## src/rtl/divider_check_8bit.sv

```systemverilog
// Sequential shift-add multiply-accumulate: rebuilds dividend = quotient*divisor + remainder
// one multiplier bit per cycle and flags operand sets that no valid division could produce.
module divider_check_8bit #(
    parameter int WIDTH = 8
) (
    input  logic               clk,
    input  logic               rst,
    input  logic               strt,
    input  logic [WIDTH-1:0]   quotient,
    input  logic [WIDTH-1:0]   divisor,
    input  logic [WIDTH-1:0]   remainder,
    output logic [2*WIDTH-1:0] dividend,
    output logic               overflow,
    output logic               not_valid,
    output logic               idle
);

    localparam int CW = (WIDTH > 1) ? $clog2(WIDTH) : 1;

    typedef enum logic {
        IDLE = 1'b0,
        CALC = 1'b1
    } state_t;

    state_t               state_q, state_d;
    logic [2*WIDTH-1:0]   mcand_q, mcand_d;
    logic [WIDTH-1:0]     mplier_q, mplier_d;
    logic [2*WIDTH-1:0]   acc_q, acc_d;
    logic [CW-1:0]        cnt_q, cnt_d;
    logic [2*WIDTH-1:0]   dividend_q, dividend_d;
    logic                 overflow_q, overflow_d;
    logic                 not_valid_q, not_valid_d;
    logic [2*WIDTH-1:0]   sum;

    // Worst case (2^W-1)^2 + (2^W-1) fits in 2*W bits, so the accumulator never carries out.
    always_comb begin
        sum         = acc_q + (mplier_q[0] ? mcand_q : '0);
        state_d     = state_q;
        mcand_d     = mcand_q;
        mplier_d    = mplier_q;
        acc_d       = acc_q;
        cnt_d       = cnt_q;
        dividend_d  = dividend_q;
        overflow_d  = overflow_q;
        not_valid_d = not_valid_q;
        case (state_q)
            IDLE: begin
                if (strt) begin
                    mcand_d     = {{WIDTH{1'b0}}, quotient};
                    mplier_d    = divisor;
                    acc_d       = {{WIDTH{1'b0}}, remainder};
                    cnt_d       = '0;
                    not_valid_d = (divisor == '0) | (remainder >= divisor);
                    state_d     = CALC;
                end
            end
            CALC: begin
                acc_d    = sum;
                mcand_d  = mcand_q << 1;
                mplier_d = mplier_q >> 1;
                cnt_d    = cnt_q + CW'(1);
                if (cnt_q == CW'(WIDTH - 1)) begin
                    dividend_d = sum;
                    overflow_d = |sum[2*WIDTH-1:WIDTH];
                    state_d    = IDLE;
                end
            end
            default: state_d = IDLE;
        endcase
    end

    always_ff @(posedge clk or posedge rst) begin
        if (rst) begin
            state_q     <= IDLE;
            mcand_q     <= '0;
            mplier_q    <= '0;
            acc_q       <= '0;
            cnt_q       <= '0;
            dividend_q  <= '0;
            overflow_q  <= 1'b0;
            not_valid_q <= 1'b0;
        end else begin
            state_q     <= state_d;
            mcand_q     <= mcand_d;
            mplier_q    <= mplier_d;
            acc_q       <= acc_d;
            cnt_q       <= cnt_d;
            dividend_q  <= dividend_d;
            overflow_q  <= overflow_d;
            not_valid_q <= not_valid_d;
        end
    end

    // idle doubles as the observable FSM state: 1 = IDLE, 0 = CALC.
    assign idle      = (state_q == IDLE);
    assign dividend  = dividend_q;
    assign overflow  = overflow_q;
    assign not_valid = not_valid_q;

endmodule
```

## config.mk

```make
export PLATFORM = sky130hd
export DESIGN_NAME = divider_check_8bit
export DESIGN_NICKNAME = d
export VERILOG_FILES = /design/src/rtl/divider_check_8bit.sv
export SDC_FILE = /design/constraint.sdc
export NUM_CORES = 1
export LEC_CHECK = 0
export CORE_MARGIN = 2
export CORE_UTILIZATION = 36
export CTS_CLUSTER_SIZE = 20
export DETAILED_ROUTE_END_ITERATION = 7
export REMOVE_ABC_BUFFERS = 1
export SYNTH_ARGS = -nofsm -noshare
export SYNTH_HDL_FRONTEND = slang
export SYNTH_SLANG_ARGS = --single-unit
export TNS_END_PERCENT = 50
```

## constraint.sdc

```tcl
create_clock -name clk -period 5.65 [get_ports clk]
set_input_delay 1.13 -clock clk [delete_from_list [all_inputs] [get_ports clk]]
set_output_delay 1.13 -clock clk [all_outputs]
set_load 0.01 [all_outputs]
```

==> results.json <==
{
  "cts_tree": "built",
  "final_nets": 462,
  "synth_top_area_share_pct": 42.92,
  "gr-usage-all-layers_pct": 15.28,
  "skew_ps": 6.646,
  "first_global_vias": 2793,
  "fp.coreArea_um2": 9774,
  "grt_pass1_wl_um": 13310,
  "slew_headroom_pct": 34.90,
  "critPathSlowestCell": "clkdlybuf4s50_1",
  "yosys_warnings": 0,
  "synth.largest_area_cell": "dfrtp_1",
  "leakagePower_nw": 1.965,
  "synth_area_um2": 3615,
  "die_h_um": 104.2,
  "end_kind": "output pin",
  "io_buffers": 45,
  "mostFrequentLayoutCells": "dfrtp_1 (62), nand2_1 (53), o21ai_0 (44), clkdlybuf4s50_1 (44), ha_1 (25)",
  "crit_chain": "buf_4 -> clkinv_1 -> clkdlybuf4s50_1",
  "cts_root_buf": "clkbuf_8",
  "holdCritStartpoint": "mplier_q[5]",
  "synth.avg_cell_area_um2": 9.796,
  "startpoint": "state_q",
  "timing.rr.start": "mplier_q[0]",
  "worstSkewPairLatency_ps": 330,
  "fin_crit_ps": 3540,
  "cpPeakStageDelay_ps": 640,
  "rsz0062_at_grt": "no",
  "drv_cap": 0,
  "dieArea_um2": 10860,
  "drt_first_pass_iters": 4,
  "whs_endpoint": "mplier_q[4]",
  "worst_setup_path_start_kind": "register",
  "ant_nets": 0,
  "setup-tns-final_ps": 0,
  "synth-main-ff-cell": "dfrtp_1",
  "seq_area_frac_synth_pct": 42.92,
  "antenna_found_initial": 0,
  "cts_resized": 0,
  "gp_congestion": 0.8060,
  "area_growth_pct": 19.76,
  "regArea_um2": 1551,
  "synth_edf_count": 0,
  "cts_buffers": 9,
  "yosys-top-cells-area": "dfrtp_1 (43%), ha_1 (8.7%), o21ai_0 (6.1%)",
  "synth_cell_types": 51,
  "total_power_w": 0.002017,
  "r2r_slack_ps": 2490,
  "crit_required_ps": 4520,
  "rr_worst_depth": 10,
  "place_ws_ps": 2419,
  "tightest_slew_ps": 974.1,
  "critPathBufInv": 3,
  "finalSetupViolations": 0,
  "ir_worst_vdd_mv": 0.1166,
  "detail_route.iter0.violations": 75,
  "status": "complete, no violations",
  "clock-sinks": 62,
  "cp.depth": 3,
  "die_width_um": 104.2,
  "slew_viol_final": 0,
  "finalHoldViolCount": 0,
  "grt_max_degree": 65,
  "num_rows": 36,
  "vias": 2765,
  "fmax_mhz": 282.5,
  "postCtsHoldBufs": 0,
  "dp_hpwl_um": 5607,
  "whs_path_depth": 2,
  "reg2reg_to": "overflow",
  "period_share_pct": 62.65,
  "ios": 46,
  "cts_setup_buffers": 0,
  "hold_class": "register to register",
  "fillCellCount": 944,
  "drcViolationCount": 0,
  "worstPathMaxFanout": 64,
  "start_util_pct": 36.98,
  "cts_buffer_depth": 2,
  "gr-total-overflow": 0,
  "wirelength_um": 7781,
  "path_clk_slew_ps": 70,
  "layout-drive-gt1-share_pct": 8.738,
  "htree_levels": 3,
  "path_class": "register to output pin",
  "critPathArrivalTime_ps": 2410,
  "ys_ff_latch": 62,
  "final_common_cell": "dfrtp_1",
  "powerDensity_nw_per_um2": 465.9,
  "post_drt_via_cell_ratio": 5.073,
  "timing.final.ws_setup_ps": 2110,
  "diodes": 0,
  "routedWlPerCell_um": 14.28,
  "synthCells": 369,
  "synthArstFlopShare_pct": 100.0,
  "multi_input_area_um2": 1917,
  "crit_family": "buffers and inverters"
}
tightest hold or removal path, stage by stage (launching register included):
cell and delay, ps:
dfrtp_1 340, nand2_1 40, o21ai_0 60
how the worst max path moves through the flow:
stage                     endpoint  slack (ps)
after global routing          idle        1870
after CTS                     idle        2050
final                         idle        2110
after detailed placement      idle        2420
after global placement        idle        2460
after floorplan               idle        2650
cell type report:
class	instances	area share (%)
Clock inverter	1	0.1156
Clock buffer	13	3.902
Tap cell	133	3.844
Timing Repair Buffer	47	10.64
Multi-Input combinational cell	273	44.28
Inverter	16	1.387
Sequential cell	62	35.84
metrics by stage:
stage	cells	hold slack, ps	utilization (%)	instance area, µm²
floorplan	351	449.2	-	3528
finish	545	476.1	44.29	4329
global route	545	510.0	44.29	4329
detailed placement	531	466.2	42.51	4155
global placement	531	464.9	42.51	4155
CTS	545	481.7	44.29	4329
synthesized netlist by cell type (all sizes together) (3+ instances only):
cell type	instances
mux2i	20
a211oi	8
buf	6
nor2b	3
o21bai	3
xnor2	9
nor4	3
a21o	7
nor2	15
a22o	6
inv	15
ha	25
clkbuf	12
dfrtp	62
mux2	11
nand2b	3
o21ai	44
a21oi	11
o211ai	4
nand3	4
and2	16
xor2	3
nand2	53
kinds of logic after synthesis:
group	share of synthesized area, %
mux	8.965
compound gates	18.07
buf+inv	4.050
fa+ha+maj	9.207
xor+xnor	2.908
flops	42.92
simple gates	13.88
sequential cells by signal, summed over array words and instances (netlist names):
register	count
acc_q	16
dividend	16
mcand_q	16
mplier_q	8
cnt_q	3
not_valid	1
overflow	1
state_q	1
where the power goes:
group          switching, W  total (W)  internal [W]
registers          0.000126   0.000766      0.000639
logic              0.000471   0.000904      0.000433
clock network      0.000158   0.000348      0.000190
metal layers:
layer / routed length, µm / up-vias / global-route usage [%]
met5: 0 / - / 0
met4: 108 / 0 / 7.529
met3: 310 / 6 / 3.070
met2: 3637 / 49 / 24.30
met1: 3724 / 1332 / 19.88
li1: - / 1378 / -
No activity file was read; power rests on OpenSTA's default activity.
